--- config.mk ---
export PLATFORM = sky130hd
export DESIGN_NAME = i2s_transmitter_flat
export DESIGN_NICKNAME = d
export VERILOG_FILES = /design/src/rtl/i2s_transmitter_if.sv /design/src/rtl/i2s_transmitter.sv /design/src/flat_wrapper.sv
export SDC_FILE = /design/constraint.sdc
export NUM_CORES = 1
export LEC_CHECK = 0
export CAP_MARGIN = 0
export CORE_UTILIZATION = 40
export CTS_BUF_LIST = sky130_fd_sc_hd__clkbuf_8
export DETAILED_ROUTE_END_ITERATION = 16
export PLACE_DENSITY_LB_ADDON = 0.3
export SYNTH_ARGS = -nofsm -noshare
export SYNTH_HDL_FRONTEND = slang
export SYNTH_SLANG_ARGS = --single-unit
--- constraint.sdc ---
create_clock -name clk_in -period 2.1 [get_ports clk_in]
set_input_delay 0.315 -clock clk_in [delete_from_list [all_inputs] [get_ports clk_in]]
set_output_delay 0.315 -clock clk_in [all_outputs]
set_load 0.005 [all_outputs]
--- src/rtl/i2s_transmitter_if.sv ---
// Stereo frame stream into the I2S transmitter: one {left, right} PCM frame per
// valid/ready handshake.
interface i2s_transmitter_if #(
  parameter int unsigned SAMPLE_WIDTH = 24
) ();

  logic                        tvalid;
  logic                        tready;
  logic [2*SAMPLE_WIDTH-1:0]   tdata;

  modport master (
    output tvalid,
    output tdata,
    input  tready
  );

  modport slave (
    input  tvalid,
    input  tdata,
    output tready
  );

endinterface

--- src/rtl/i2s_transmitter.sv ---
// I2S bus controller: divides clk_in down to sck, drives ws/sd with the standard
// one-bit lead, buffers one pending stereo frame and sends silence on underrun.
module i2s_transmitter #(
  parameter int unsigned CLK_DIV      = 8,
  parameter int unsigned SAMPLE_WIDTH = 24,
  parameter int unsigned SLOT_WIDTH   = 32
) (
  input  logic              clk_in,
  input  logic              rst_in,
  i2s_transmitter_if.slave  s_axis,
  output logic              sck,
  output logic              ws,
  output logic              sd,
  output logic              frame_start,
  output logic              underrun
);

  localparam int unsigned FRAME_BITS = 2 * SLOT_WIDTH;
  localparam int unsigned DIV_W      = $clog2(CLK_DIV);
  localparam int unsigned BIT_W      = $clog2(FRAME_BITS);

  localparam logic [DIV_W-1:0] DIV_LAST = DIV_W'(CLK_DIV - 1);
  localparam logic [BIT_W-1:0] BIT_LAST = BIT_W'(FRAME_BITS - 1);
  localparam logic [BIT_W-1:0] WS_FIRST = BIT_W'(SLOT_WIDTH - 1);
  localparam logic [BIT_W-1:0] WS_LAST  = BIT_W'(FRAME_BITS - 2);

  typedef enum logic {
    HOLD_EMPTY,
    HOLD_FULL
  } hold_state_t;

  hold_state_t               hold_state_q, hold_state_d;
  logic [2*SAMPLE_WIDTH-1:0] hold_data_q;

  logic [DIV_W-1:0]          div_cnt_q;
  logic [BIT_W-1:0]          bit_q;
  logic [BIT_W-1:0]          bit_next;
  logic [FRAME_BITS-1:0]     shift_q;
  logic [FRAME_BITS-1:0]     frame_padded;
  logic                      sck_q;
  logic                      ws_q;
  logic                      frame_start_q;
  logic                      underrun_q;

  logic                      div_wrap;
  logic                      fall_strobe;
  logic                      frame_load;
  logic                      accept;

  assign div_wrap    = (div_cnt_q == DIV_LAST);
  assign fall_strobe = div_wrap && sck_q;
  assign frame_load  = fall_strobe && (bit_q == BIT_LAST);
  assign bit_next    = (bit_q == BIT_LAST) ? '0 : bit_q + 1'b1;

  assign s_axis.tready = (hold_state_q == HOLD_EMPTY) && !rst_in;
  assign accept        = s_axis.tvalid && s_axis.tready;

  // Hold slot: filled by a handshake, emptied only by a frame-boundary load.
  always_ff @(posedge clk_in) begin
    if (rst_in) begin
      hold_state_q <= HOLD_EMPTY;
      hold_data_q  <= '0;
    end else begin
      hold_state_q <= hold_state_d;
      if (accept) begin
        hold_data_q <= s_axis.tdata;
      end
    end
  end

  always_comb begin
    hold_state_d = hold_state_q;
    unique case (hold_state_q)
      HOLD_EMPTY: if (accept)     hold_state_d = HOLD_FULL;
      HOLD_FULL:  if (frame_load) hold_state_d = HOLD_EMPTY;
      default:                    hold_state_d = HOLD_EMPTY;
    endcase
  end

  // Each slot is MSB-justified and zero-padded; an empty hold yields silence.
  always_comb begin
    frame_padded = '0;
    if (hold_state_q == HOLD_FULL) begin
      frame_padded[FRAME_BITS-1 -: SAMPLE_WIDTH] = hold_data_q[2*SAMPLE_WIDTH-1 -: SAMPLE_WIDTH];
      frame_padded[SLOT_WIDTH-1 -: SAMPLE_WIDTH] = hold_data_q[SAMPLE_WIDTH-1:0];
    end
  end

  always_ff @(posedge clk_in) begin
    if (rst_in) begin
      div_cnt_q     <= '0;
      sck_q         <= 1'b0;
      bit_q         <= BIT_LAST;
      ws_q          <= 1'b0;
      shift_q       <= '0;
      frame_start_q <= 1'b0;
      underrun_q    <= 1'b0;
    end else begin
      frame_start_q <= 1'b0;
      underrun_q    <= 1'b0;
      div_cnt_q     <= div_wrap ? '0 : div_cnt_q + 1'b1;
      if (div_wrap) begin
        sck_q <= !sck_q;
      end
      // sd is the shifter MSB, so it and ws only ever move on sck falls.
      if (fall_strobe) begin
        bit_q <= bit_next;
        ws_q  <= (bit_next >= WS_FIRST) && (bit_next <= WS_LAST);
        if (frame_load) begin
          shift_q       <= frame_padded;
          frame_start_q <= 1'b1;
          underrun_q    <= (hold_state_q == HOLD_EMPTY);
        end else begin
          shift_q <= shift_q << 1;
        end
      end
    end
  end

  assign sck         = sck_q;
  assign ws          = ws_q;
  assign sd          = shift_q[FRAME_BITS-1];
  assign frame_start = frame_start_q;
  assign underrun    = underrun_q;

endmodule
--- src/flat_wrapper.sv ---
// flat-port wrapper written by rule: the top's interface ports become plain ports
module i2s_transmitter_flat 
#(
  parameter int unsigned CLK_DIV      = 8,
  parameter int unsigned SAMPLE_WIDTH = 24,
  parameter int unsigned SLOT_WIDTH   = 32
)
  (clk_in, rst_in, sck, ws, sd, frame_start, underrun, s_axis_tvalid, s_axis_tdata, s_axis_tready);
  i2s_transmitter_if #(.SAMPLE_WIDTH(SAMPLE_WIDTH)) s_axis_i ();
  input  logic clk_in;
  input  logic rst_in;
  output logic sck;
  output logic ws;
  output logic sd;
  output logic frame_start;
  output logic underrun;
  input wire logic [$bits(s_axis_i.tvalid)-1:0] s_axis_tvalid;
  input wire logic [$bits(s_axis_i.tdata)-1:0] s_axis_tdata;
  output wire logic [$bits(s_axis_i.tready)-1:0] s_axis_tready;
  assign s_axis_i.tvalid = s_axis_tvalid;
  assign s_axis_i.tdata = s_axis_tdata;
  assign s_axis_tready = s_axis_i.tready;
  i2s_transmitter #(.CLK_DIV(CLK_DIV), .SAMPLE_WIDTH(SAMPLE_WIDTH), .SLOT_WIDTH(SLOT_WIDTH)) u_core (.clk_in(clk_in), .rst_in(rst_in), .s_axis(s_axis_i), .sck(sck), .ws(ws), .sd(sd), .frame_start(frame_start), .underrun(underrun));
endmodule
== After elaboration in Yosys (flattened, before gate mapping) ==
Index checks and enable logic that the tools add are counted.

* Output and inout bits: 6
* Input port bits: 51
* Register bits: 126
* Logic and storage cells: 36

* Bitwise logic cells: 3
* Mux-type cells: 8
* $lt $le $gt $ge: 2
* Add/sub/neg operators: 2
* Equal/unequal tests: 2
* Reduce and logical (&&, ||, !) cells: 10

{| class="wikitable"
|+ Operator list
! operator !! count
|-
| $mux 64 || 1
|-
| $mux 24 || 2
|-
| $add 6x1->6 const B || 1
|-
| $eq 6x6->1 const B || 1
|-
| $ge 6x5->1 const B || 1
|-
| $le 6x6->1 const B || 1
|-
| $mux 6 || 1
|-
| $logic_and 1x1->1 || 5
|-
| $reduce_or 2->1 || 2
|-
| $add 3x1->3 const B || 1
|-
| $eq 3x3->1 const B || 1
|-
| $mux 1 || 3
|-
| $not 1->1 || 3
|-
| $reduce_or 3->1 || 1
|-
| $logic_not 1->1 || 2
|-
| $pmux 1 s2 || 1
|}

== Logic depth before layout (Yosys ltp) ==
* Word-level depth: 5
* Gate-level depth with buffers: 8
* Mapped depth without buffers: 6

== Worst setup path before layout ==
Ideal clock, no wire load.

* Path kind: register to register
* Start point: register u_core.bit_q[0]
* End point: register u_core.ws_q (netlist: u_core.ws)
* Arrival: 1.707 ns
* Library setup time: 0.117 ns
* Stages on the path, launching flop included: 7
* Clock period less this slack: 1.824 ns
* Required time: 1.983 ns
* Path buffers: 1
* Path slack: 0.276 ns
* Path through: dfxtp_1 ha_1 clkbuf_1 nand4b_1 o31a_1 or4_1 a32o_1

* Longest elaborated chain between the ends: 4
* Elaborated cells on any way between the ends: 6
* Classes of those cells: add/sub (1); order compare (2); eq/ne (1); mux (1); reduce/logical (1)

{| class="wikitable"
|+ RTL lines
! item !! line !! source
|-
| start, declared || i2s_transmitter.sv:36 || <nowiki>logic [BIT_W-1:0] bit_q;</nowiki>
|-
| start signal, assigned || i2s_transmitter.sv:107 || <nowiki>bit_q <= bit_next;</nowiki>
|-
| $add 6x1->6 or $eq 6x6->1 (tied branches) || i2s_transmitter.sv:53 || <nowiki>assign bit_next = (bit_q == BIT_LAST) ? '0 : bit_q + 1'b1;</nowiki>
|-
| $mux 6 (*) || i2s_transmitter.sv:53 ||
|-
| $ge 6x5->1 or $le 6x6->1 (tied branches) || i2s_transmitter.sv:108 || <nowiki>ws_q <= (bit_next >= WS_FIRST) && (bit_next <= WS_LAST);</nowiki>
|-
| $logic_and 1x1->1 (*) || i2s_transmitter.sv:108 ||
|-
| end signal, assigned || i2s_transmitter.sv:108 ||
|-
| end, declared || i2s_transmitter.sv:41 || <nowiki>logic ws_q;</nowiki>
|}

Mark *: on every way between the ends. The rest lies on a longest branch, timed or not.
A chain may end at the register's enable or synchronous reset.

== Worst setup path after layout ==
Ends and elaborated chain as after synthesis.

==> results by group <==
Routing
  • Drt first-iter violations: 219
  • Top Metal Used: met4
  • WL met1: 4420 um
  • Router iterations before antenna repair: 5
  • Total routed wirelength: 9340 um
  • Antenna-violating nets left: 0
  • Via density: between 5 and 6
  • Vias: 3766
  • Routed WL per cell: about 13 um
  • Routed wl met2: 4430 um
  • Met3 wire len: 376 um
  • DRC Markers: 0

Power
  • Switching part of the total: roughly a fifth
  • Pwr Density: 827 nW/um^2
  • NetSw: 964 uW
  • Clock group share of total power: 44.5%
  • Static leakage: between 0.0015 and 0.002 uW
  • Final Power: about 4700 uW
  • Peak supply drop: 0.342 mV
  • Sequential fraction of design power: 49.7%
  • Power share of the combinational group: 5.8%
  • Internal power: ~3700 uW

Worst setup path
  • Reg2reg end: u_core.ws
  • Critical path fanouts, max: 8
  • Worst R2R Start: u_core.bit_q[0]
  • CP top delay family: simple AND/OR/NAND/NOR gates
  • Slowest cell on crit path: dfxtp_1
  • Stages on the worst setup path: 5
  • R2R cell count: 5
  • Bufs and invs on worst path: 0
  • Worst Setup EP: u_core.ws
  • Crit path cell chain: ha_1 > nand4b_1 > o31a_1 > or4_1 > a32o_1
  • CP arrival: 2.22 ns
  • Critical path endpoint category: register
  • Startpoint types: register
  • Reg-to-reg slack, setup: ~0.18 ns
  • CP Class: register to register
  • Crit path largest cell delay: 0.47 ns
  • Worst Setup SP: u_core.bit_q[0]
  • Worst path required time: 2.40 ns

CTS
  • Worst skew pair latency: ~0.41 ns
  • H-tree Lvls: 4
  • Clock-pin transition on the worst setup and hold timing paths: around 0.060 ns
  • Post-CTS sizing: 0
  • Hold buffers post-CTS: 0
  • Sink Count: 118
  • CTS tree: built
  • Setup bufs post-CTS: 0
  • TritonCTS Buffers: 17
  • Clk buf depth: 2
  • Clock Tree Root: clkbuf_8

Finish
  • Most common cell after layout, fill and taps aside: dfxtp_1
  • Fin area: between 5000 and 6000 sq um
  • Fraction of layout cells with a size suffix above 1: 8.19%
  • Ant diodes: 0
  • Area grow syn2layout: 23.4%
  • Fillers: about 1000
  • Commonest non-fill, non-tap cells in the layout: dfxtp_1, nand2_1, clkdlybuf4s50_1
  • Final #Nets: between 600 and 700

Worst hold path
  • Worst Hold Class: input port to register

Yosys
  • Synthesis-stage register bit count: 118
  • Synth warn: 0
  • Synthesized area: 4610 sq um
  • Syn_nets: 591
  • Sequential fraction of the synthesis area: 51.3%
  • Gate Count Post-Synth: approximately 540
  • Avg Synthesized Cell Area: 8.61 sq um
  • Netlist cell types: 35

Placed design
  • Global placer's final weighted congestion: 0.720
  • Dpl cell area: 5270 sq um
  • Port Buffers: 56
  • Detailed Place HPWL: roughly 5800 um

Floorplan
  • Die W: 109 um
  • Die height: 109 um
  • Die area: 11900 sq um
  • Initial Utilization: a little over two fifths
  • Num rows: 38
  • Core ar.: about 11000 sq um
  • Num ports: 57

Timing
  • FMAX: 0.522 GHz
  • Worst-Margin Slew: 0.402 ns
  • Slew headroom: between 70% and 80%
  • Fin Setup TNS: 0 ns
  • RSZ-0062 raised after global routing: no
  • Fin crit period: 1.92 ns
  • Final Skew: 0.00835 ns
  • Tcrit/Tclk final: 91.2%
  • # setup viols final: 0
  • Final Hold Slack: 0.288 ns
  • Pins Over Slew Limit: 0
  • Final hold vios: 0

Global routing
  • Gr usage total: roughly 17%
  • Largest net degree at the start of global routing: 97
  • Vias in the first global route: roughly 3400
  • First-pass GRT wire length: 15500 um
  • Initial antenna violation count: 0
  • Grt ovf: 0

Flow run
  • Max cap viols: 0

Status
  • Status: finished clean
==> cell usage after synthesis <==
cell type | instances | area [sq um]
nor2_1 | 41 | 154
clkbuf_1 | 33 | 124
a32o_1 | 1 | 10.0
a22oi_1 | 14 | 105
dfxtp_1 | 118 | 2360
a211o_1 | 2 | 17.5
nand4_1 | 1 | 6.26
a221o_1 | 1 | 10.0
inv_1 | 3 | 11.3
o31a_2 | 1 | 10.0
and3_1 | 4 | 25.0
buf_2 | 11 | 55.1
nor3b_1 | 2 | 15.0
o31ai_1 | 1 | 7.51
ha_1 | 5 | 62.6
a311oi_1 | 34 | 298
xor2_1 | 2 | 17.5
buf_4 | 1 | 7.51
a22o_1 | 8 | 70.1
and3_2 | 1 | 7.51
nor3_1 | 3 | 15.0
buf_1 | 2 | 7.51
nand4b_1 | 1 | 8.76
and2_1 | 2 | 12.5
a21oi_1 | 3 | 15.0
nand2b_1 | 49 | 307
nand2_2 | 1 | 6.26
nand3_1 | 36 | 180
o21bai_1 | 1 | 7.51
nand2_1 | 84 | 315
o21ai_0 | 34 | 170
xnor2_1 | 1 | 8.76
o31a_1 | 1 | 8.76
or4_1 | 1 | 7.51
o21ai_1 | 32 | 160
==> sequential cells by signal, indices dropped and copies added (netlist names) <==
name	count
u_core.bit_q	6
u_core.div_cnt_q	3
u_core.frame_start	1
u_core.hold_data_q	48
u_core.hold_state_q	1
u_core.sck	1
u_core.shift_q	56
u_core.underrun	1
u_core.ws	1
==> worst min path at each step <==
stage / startpoint / end / slack, ns / cells after the start
floorplan: u_core.div_cnt_q[0] / u_core.div_cnt_q[0] / 0.40 / 1
global placement: u_core.div_cnt_q[0] / u_core.div_cnt_q[0] / 0.41 / 1
detailed placement: u_core.div_cnt_q[0] / u_core.div_cnt_q[0] / 0.43 / 1
CTS: rst_in / u_core.bit_q[0] / 0.27 / 3
global route: rst_in / u_core.bit_q[4] / 0.29 / 2
finish: rst_in / u_core.bit_q[5] / 0.29 / 2
==> layout make-up <==
cell class	instances	area, sq um	share of cell area [%]
Sequential cell	118	2360	41.5
Multi-Input combinational cell	367	2050	36.0
Timing Repair Buffer	69	678	11.9
Clock buffer	25	344	6.05
Tap cell	140	175	3.08
Clock inverter	4	67.6	1.19
Inverter	3	11.3	0.198
==> metrics by stage <==
stage / setup slack (ns) / std cells / utilization [%]
floorplan: 0.276 / 535 / -
global placement: 0.284 / 697 / 47.8
detailed placement: 0.127 / 697 / 47.8
CTS: 0.125 / 726 / 51.5
global route: 0.0483 / 726 / 51.5
finish: 0.184 / 726 / 51.5
==> cells by family after synthesis <==
kind of cell / synth area share, %
and+or+nand+nor: 23.0
DFF: 51.3
xor gates and xnor gates: 0.571
AOI/OAI and AO/OA: 19.3
buffers and inverters: 4.46
adders and majority gates: 1.36
==> worst register-to-register path, stage by stage (launching register included) <==
cell and delay, ns:
dfxtp_1 0.47, ha_1 0.34, nand4b_1 0.13, o31a_1 0.14, or4_1 0.47, a32o_1 0.25
==> routing by layer <==
metal / GRT usage [%] / up-vias
met2: 26.5 / 65
met5: 0 / -
met1: 21.3 / 1749
li1: - / 1943
met4: 6.57 / 0
met3: 4.33 / 9
==> power by group through the flow <==
stage	Sequential, uW	Clock [uW]	Combinational, uW
after floorplan	2380	0	143
after global placement	2390	0	270
after detailed placement	2390	0	275
after CTS	2340	2140	276
after global routing	2340	2240	303
final	2340	2090	271
Note: power is estimated with default switching activity, not from simulation.
